File: src/rtl/rpc_match_ctrl_if.sv
// Player-side move handshake bundle for the rock-paper-scissors match controller.
// The master offers moves, the slave (controller) accepts them.
interface rpc_match_ctrl_if;
    logic       a_valid;
    logic [1:0] a_move;
    logic       a_ready;
    logic       b_valid;
    logic [1:0] b_move;
    logic       b_ready;

    modport master (
        output a_valid, a_move, b_valid, b_move,
        input  a_ready, b_ready
    );

    modport slave (
        input  a_valid, a_move, b_valid, b_move,
        output a_ready, b_ready
    );
endinterface

File: src/rtl/rpc_match_ctrl.sv
// Rock-paper-scissors match controller: collects both moves, drives the judge,
// scores verdicts, cross-checks the judge and declares the match result.
module rpc_match_ctrl #(
    parameter int WIN_TARGET = 3,
    parameter int MAX_ROUNDS = 9,
    parameter int SCORE_W    = 4
) (
    input  logic               clk,
    input  logic               rst_n,
    input  logic               start,
    rpc_match_ctrl_if.slave    pl,
    output logic [2:0]         mv_a,
    output logic [2:0]         mv_b,
    input  logic               j_valid,
    input  logic               j_tie,
    input  logic               j_winA,
    input  logic               j_winB,
    output logic [SCORE_W-1:0] score_a,
    output logic [SCORE_W-1:0] score_b,
    output logic [SCORE_W-1:0] rounds,
    output logic               busy,
    output logic               done,
    output logic               match_winA,
    output logic               match_winB,
    output logic               match_tie,
    output logic               round_err,
    output logic               judge_fault
);

    typedef enum logic [1:0] {
        S_IDLE,
        S_COLLECT,
        S_JUDGE,
        S_DONE
    } state_t;

    localparam logic [SCORE_W-1:0] TGT = SCORE_W'(WIN_TARGET);
    localparam logic [SCORE_W-1:0] MAXR = SCORE_W'(MAX_ROUNDS);
    localparam logic [SCORE_W-1:0] ONE = SCORE_W'(1);

    state_t             r_state;
    state_t             w_next;
    logic               r_capA;
    logic               r_capB;
    logic [1:0]         r_movA;
    logic [1:0]         r_movB;
    logic [2:0]         r_mv_a;
    logic [2:0]         r_mv_b;
    logic [SCORE_W-1:0] r_score_a;
    logic [SCORE_W-1:0] r_score_b;
    logic [SCORE_W-1:0] r_rounds;
    logic               r_err;
    logic               r_fault;

    logic               w_start_ok;
    logic [1:0]         w_jcnt;
    logic               w_bad;
    logic               w_scored;
    logic [SCORE_W-1:0] w_sa_n;
    logic [SCORE_W-1:0] w_sb_n;
    logic [SCORE_W-1:0] w_rnd_n;
    logic               w_end;
    logic               w_exp_v;
    logic               w_exp_t;
    logic               w_exp_a;
    logic               w_exp_b;
    logic               w_mismatch;

    function automatic logic [2:0] onehot(input logic [1:0] m);
        logic [2:0] r;
        r = 3'b000;
        unique case (m)
            2'd0:    r = 3'b001;
            2'd1:    r = 3'b010;
            2'd2:    r = 3'b100;
            default: r = 3'b000;
        endcase
        return r;
    endfunction

    always_comb begin
        w_start_ok = start && (r_state == S_IDLE || r_state == S_DONE);
        w_jcnt     = {1'b0, j_tie} + {1'b0, j_winA} + {1'b0, j_winB};
        w_bad      = !j_valid || (j_winA && j_winB) || (w_jcnt > 2'd1);
        w_scored   = !w_bad && (j_winA || j_winB || j_tie);
        w_sa_n     = j_winA ? r_score_a + ONE : r_score_a;
        w_sb_n     = j_winB ? r_score_b + ONE : r_score_b;
        w_rnd_n    = r_rounds + ONE;
        w_end      = w_scored &&
                     (w_sa_n == TGT || w_sb_n == TGT || w_rnd_n == MAXR);
        // Reference outcome from the latched codes, for judging the judge
        w_exp_v    = (r_movA != 2'd3) && (r_movB != 2'd3);
        w_exp_t    = w_exp_v && (r_movA == r_movB);
        w_exp_a    = w_exp_v && ((r_movA == 2'd0 && r_movB == 2'd2) ||
                                 (r_movA == 2'd2 && r_movB == 2'd1) ||
                                 (r_movA == 2'd1 && r_movB == 2'd0));
        w_exp_b    = w_exp_v && ((r_movB == 2'd0 && r_movA == 2'd2) ||
                                 (r_movB == 2'd2 && r_movA == 2'd1) ||
                                 (r_movB == 2'd1 && r_movA == 2'd0));
        w_mismatch = {j_valid, j_tie, j_winA, j_winB} !=
                     {w_exp_v, w_exp_t, w_exp_a, w_exp_b};
    end

    always_comb begin
        w_next = r_state;
        unique case (r_state)
            S_IDLE:    if (start) w_next = S_COLLECT;
            S_COLLECT: if (r_capA && r_capB) w_next = S_JUDGE;
            S_JUDGE:   w_next = w_end ? S_DONE : S_COLLECT;
            S_DONE:    if (start) w_next = S_COLLECT;
            default:   w_next = S_IDLE;
        endcase
    end

    always_ff @(posedge clk or negedge rst_n) begin
        if (!rst_n) begin
            r_state   <= S_IDLE;
            r_capA    <= 1'b0;
            r_capB    <= 1'b0;
            r_movA    <= 2'd0;
            r_movB    <= 2'd0;
            r_mv_a    <= 3'b000;
            r_mv_b    <= 3'b000;
            r_score_a <= '0;
            r_score_b <= '0;
            r_rounds  <= '0;
            r_err     <= 1'b0;
            r_fault   <= 1'b0;
        end else begin
            r_state <= w_next;
            r_err   <= 1'b0;
            if (w_start_ok) begin
                r_capA    <= 1'b0;
                r_capB    <= 1'b0;
                r_score_a <= '0;
                r_score_b <= '0;
                r_rounds  <= '0;
                r_fault   <= 1'b0;
            end
            if (r_state == S_COLLECT) begin
                if (pl.a_valid && !r_capA) begin
                    r_capA <= 1'b1;
                    r_movA <= pl.a_move;
                end
                if (pl.b_valid && !r_capB) begin
                    r_capB <= 1'b1;
                    r_movB <= pl.b_move;
                end
            end
            r_mv_a <= (w_next == S_JUDGE) ? onehot(r_movA) : 3'b000;
            r_mv_b <= (w_next == S_JUDGE) ? onehot(r_movB) : 3'b000;
            if (r_state == S_JUDGE) begin
                r_capA <= 1'b0;
                r_capB <= 1'b0;
                if (w_mismatch) r_fault <= 1'b1;
                if (w_bad) begin
                    r_err <= 1'b1;
                end else if (w_scored) begin
                    r_score_a <= w_sa_n;
                    r_score_b <= w_sb_n;
                    r_rounds  <= w_rnd_n;
                end
            end
        end
    end

    assign pl.a_ready  = (r_state == S_COLLECT) && !r_capA;
    assign pl.b_ready  = (r_state == S_COLLECT) && !r_capB;
    assign mv_a        = r_mv_a;
    assign mv_b        = r_mv_b;
    assign score_a     = r_score_a;
    assign score_b     = r_score_b;
    assign rounds      = r_rounds;
    assign busy        = (r_state == S_COLLECT) || (r_state == S_JUDGE);
    assign done        = (r_state == S_DONE);
    assign match_winA  = done && (r_score_a > r_score_b);
    assign match_winB  = done && (r_score_b > r_score_a);
    assign match_tie   = done && (r_score_a == r_score_b);
    assign round_err   = r_err;
    assign judge_fault = r_fault;

endmodule

File: src/flat_wrapper.sv
// flat-port wrapper written by rule: the top's interface ports become plain ports
module rpc_match_ctrl_flat 
#(
    parameter int WIN_TARGET = 3,
    parameter int MAX_ROUNDS = 9,
    parameter int SCORE_W    = 4
)
  (clk, rst_n, start, mv_a, mv_b, j_valid, j_tie, j_winA, j_winB, score_a, score_b, rounds, busy, done, match_winA, match_winB, match_tie, round_err, judge_fault, pl_a_valid, pl_a_move, pl_b_valid, pl_b_move, pl_a_ready, pl_b_ready);
  rpc_match_ctrl_if pl_i ();
  input  logic clk;
  input  logic rst_n;
  input  logic start;
  output logic [2:0] mv_a;
  output logic [2:0] mv_b;
  input  logic j_valid;
  input  logic j_tie;
  input  logic j_winA;
  input  logic j_winB;
  output logic [SCORE_W-1:0] score_a;
  output logic [SCORE_W-1:0] score_b;
  output logic [SCORE_W-1:0] rounds;
  output logic busy;
  output logic done;
  output logic match_winA;
  output logic match_winB;
  output logic match_tie;
  output logic round_err;
  output logic judge_fault;
  input wire logic [$bits(pl_i.a_valid)-1:0] pl_a_valid;
  input wire logic [$bits(pl_i.a_move)-1:0] pl_a_move;
  input wire logic [$bits(pl_i.b_valid)-1:0] pl_b_valid;
  input wire logic [$bits(pl_i.b_move)-1:0] pl_b_move;
  output wire logic [$bits(pl_i.a_ready)-1:0] pl_a_ready;
  output wire logic [$bits(pl_i.b_ready)-1:0] pl_b_ready;
  assign pl_i.a_valid = pl_a_valid;
  assign pl_i.a_move = pl_a_move;
  assign pl_i.b_valid = pl_b_valid;
  assign pl_i.b_move = pl_b_move;
  assign pl_a_ready = pl_i.a_ready;
  assign pl_b_ready = pl_i.b_ready;
  rpc_match_ctrl #(.WIN_TARGET(WIN_TARGET), .MAX_ROUNDS(MAX_ROUNDS), .SCORE_W(SCORE_W)) u_core (.clk(clk), .rst_n(rst_n), .start(start), .pl(pl_i), .mv_a(mv_a), .mv_b(mv_b), .j_valid(j_valid), .j_tie(j_tie), .j_winA(j_winA), .j_winB(j_winB), .score_a(score_a), .score_b(score_b), .rounds(rounds), .busy(busy), .done(done), .match_winA(match_winA), .match_winB(match_winB), .match_tie(match_tie), .round_err(round_err), .judge_fault(judge_fault));
endmodule
File: config.mk
export PLATFORM = sky130hd
export DESIGN_NAME = rpc_match_ctrl_flat
export DESIGN_NICKNAME = d
export VERILOG_FILES = /design/src/rtl/rpc_match_ctrl_if.sv /design/src/rtl/rpc_match_ctrl.sv /design/src/flat_wrapper.sv
export SDC_FILE = /design/constraint.sdc
export NUM_CORES = 1
export LEC_CHECK = 0
export BUFFER_PORTS_ARGS = -buffer_cell sky130_fd_sc_hd__buf_2
export CAP_MARGIN = 0
export CORE_UTILIZATION = 50
export DETAILED_ROUTE_END_ITERATION = 7
export PLACE_DENSITY = 0.73
export SYNTH_ARGS = -nofsm -noshare
export SYNTH_HDL_FRONTEND = slang
export SYNTH_SLANG_ARGS = --single-unit
export TNS_END_PERCENT = 10
File: constraint.sdc
create_clock -name clk -period 2.4 [get_ports clk]
set_input_delay 0.36 -clock clk [delete_from_list [all_inputs] [get_ports clk]]
set_output_delay 0.36 -clock clk [all_outputs]
set_load 0.02 [all_outputs]
==> flow_summary.yaml <==
status:
  status: "complete, no violations"
timing:
  fin_crit_ns: 2.24
  clock_skew_ns: 0.00342
  worstMarginPinSlew_ns: 0.609
  rsz0062_at_grt: "no"
  fmax_ghz: 0.446
  maxSlewViolCount: 0
  hold_viol: 0
  maxSlewHeadroom: 0.594
  finalSetupTns_ns: 0
  setup_viol: 0
  period_share: 0.935
  setup_slack_ns: 0.156
power_and_ir_drop:
  peakVddDrop_uv: 627
  p_sw_frac: 0.416
  power_density_nw_per_um2: 920
  switchingPower_w: 0.000772
  comb_power_share: 0.440
  p_int_w: 0.00109
  pwr-share-clk: 0.169
  p_seq_frac: 0.391
  p_leak_nw: 1.01
worst_setup_path:
  start_kind: "flip-flop"
  path_cells: "inv_1 -> ha_1 -> nor2b_1 -> o21ai_0 -> nand2b_1 -> a21oi_2 -> and2_1 -> buf_2"
  path_max_fanout: 5
  crit_family: "flip-flops"
  cp_slowest_cell: "dfrtp_2"
  path_buf_inv: 2
  cp.required_ns: 2.04
  cp.arrival_ns: 1.88
  crit_type: "flip-flop to primary output"
  cp-end-kind: "primary output"
  slowest_delay_ns: 0.43
  r2r_slack_ns: 0.46
route:
  antenna_left: 0
  vias_per_cell: 5.39
  first_pass_iters: 4
  routedWlPerCell_um: 13.0
  drt-total-wl_mm: 3.54
  drcViolationCount: 0
  vias: 1472
  drt_iter0_drc: 48
yosys:
  synth_edf_count: 0
  ys_seq_area_frac: 0.399
  synth_top_area_frac: 0.399
  async_flop_share: 1.00
  synth_ff_type: "dfrtp_1"
  syn_area_um2: 1760
  syn_nets: 214
  ys_types: 49
  synth_cells: 189
  yosysTopAreaCell: "dfrtp_1"
  synth_area_leaders: "dfrtp_1 40%, ha_1 8.5%, nand2_1 4.5%, inv_1 3.2%, nor2_1 3.2%"
  synth-warning-count: 0
  synth_most_common_cell: "dfrtp_1"
  synth_area_per_cell_um2: 9.30
  synthTopCellsByCount: "28 x dfrtp_1, 21 x nand2_1, 15 x inv_1, 15 x nor2_1, 12 x ha_1"
  ys_seq_elements: 28
grt:
  grt_pass1_vias: 1340
  grt_usage: 0.214
  antenna_found_initial: 0
  grt_max_degree: 29
  grt_pass1_wl_mm: 5.93
  grt_overflow: 0
cts:
  path_clk_slew_ns: 0.15
  cts_buffers: 3
  cts_tree: "yes"
  postCtsHoldBufs: 0
  cts_max_path_buffers: 2
  clock_sinks: 28
  clock_latency_ns: 0.34
  htree_levels: 1
  cts-root-buf: "clkbuf_4"
final_layout:
  syn2layout_area_growth_pct: 14.9
  antenna_cells: 0
  fin_cells: 273
  nets: 253
  drive_above_1_share: 0.256
  final_util: 0.601
  n_fill_cell: 331
floorplan:
  start_util: 0.523
  row_count: 21
  die_w_um: 61.3
  core_um2: 3360
  dieArea_um2: 3760
  die_h_um: 61.3
  io_pins: 40
place:
  place_inst: 267
  port_buffers: 39
  place_ws_ns: 0.313
  gp_congestion: 0.784
  dp_hpwl_mm: 2.65
job:
  cap_violations: 0
worst_hold_path:
  hold_path_class: "input port to asynchronous set/reset pin"
-- per-layer routing --
layer,global-route usage,vias up,routed length [um]
met5,0,-,0
met4,0.107,0,82
met3,0.0315,9,121
met2,0.328,36,1560
met1,0.297,679,1770
li1,-,748,-
-- repair_timing --
| item | in CTS | in global routing |
|---|---|---|
| gates resized for setup | 0 | 3 |
| buffers inserted | 0 | 2 |
| endpoints found under the setup margin | 0 | 2 |
-- power by group through the flow --
stage | clock network [W] | registers (W) | logic, W
2_1_floorplan | 0 | 0.000706 | 0.000696
3_3_place_gp | 0 | 0.000734 | 0.000812
3_5_place_dp | 0 | 0.000736 | 0.000813
4_1_cts | 0.000319 | 0.000726 | 0.000818
5_1_grt | 0.000336 | 0.000756 | 0.000911
6_report | 0.000314 | 0.000727 | 0.000818
-- registers in the layout (all words and copies together) (netlist names) --
| register | count |
|---|---|
| u_core.r_movB | 2 |
| u_core.r_movA | 2 |
| u_core.mv_a | 3 |
| u_core.round_err | 1 |
| u_core.score_a | 4 |
| u_core.rounds | 4 |
| u_core.r_capB | 1 |
| u_core.r_capA | 1 |
| u_core.judge_fault | 1 |
| u_core.mv_b | 3 |
| u_core.score_b | 4 |
| u_core.r_state | 2 |
-- path summary, 6_finish.rpt --
check	start	endpoint	depth (start not counted)
hold / removal	rst_n	u_core.mv_a[0]	1
setup reg to reg	u_core.r_state[0]	u_core.score_b[1]	7
min in group clk	pl_b_move[0]	u_core.r_movB[0]	2
setup / recovery	u_core.score_b[1]	match_winB	8
hold reg to reg	u_core.judge_fault	u_core.judge_fault	1
max in group asynchronous	rst_n	u_core.score_b[1]	1
-- cells in the final DEF (no fill, tap or decap), types with 2 or more instances in the layout --
| cell | instances |
|---|---|
| buf_2 | 39 |
| dfrtp_1 | 26 |
| nand2_1 | 21 |
| inv_1 | 15 |
| nor2_1 | 15 |
| ha_1 | 12 |
| o21ai_1 | 11 |
| nand3_1 | 9 |
| o21ai_0 | 6 |
| a21oi_1 | 5 |
| nand4_1 | 4 |
| xor2_1 | 4 |
| nor4_1 | 4 |
| mux2_2 | 4 |
| nor2b_1 | 3 |
| clkbuf_4 | 3 |
| buf_4 | 3 |
| nor3_1 | 2 |
| xnor2_1 | 2 |
| or3_1 | 2 |
| a31oi_1 | 2 |
| a32o_1 | 2 |
| a221oi_1 | 2 |
| o21bai_1 | 2 |
| a22o_1 | 2 |
| dfrtp_2 | 2 |
-- cell families (layout without fill, tap and decap cells) --
| group | after synthesis | after routing | share of synthesized area |
|---|---|---|---|
| AOI/OAI and AO/OA | 45 | 45 | 0.179 |
| xor gates and xnor gates | 6 | 6 | 0.0299 |
| adders and majority gates | 12 | 12 | 0.0854 |
| buffers and inverters | 23 | 61 | 0.0726 |
| DFF | 28 | 28 | 0.399 |
| muxes | 4 | 4 | 0.0256 |
| and+or+nand+nor | 71 | 71 | 0.209 |
-- stage by stage --
step | hold WS (ns) | cell area [um^2] | power [W]
after CTS | 0.0344 | 2000 | 0.00186
final | 0.00199 | 2020 | 0.00186
after detailed placement | 0.418 | 1950 | 0.00155
after global routing | 0.0481 | 2020 | 0.00200
after floorplan | 0.0644 | 1760 | 0.00140
after global placement | 0.414 | 1950 | 0.00155
-- final cells by class --
cell class	count	area (um^2)	area share
clock buffers	3	22.5	0.0111
repair buffers	42	218	0.108
well taps	46	57.6	0.0285
inverters	15	56.3	0.0279
clock inverters	1	30.0	0.0149
flip-flops and latches	28	703	0.348
multi-input cells	138	933	0.462
No activity file was read; power rests on OpenSTA's default activity.
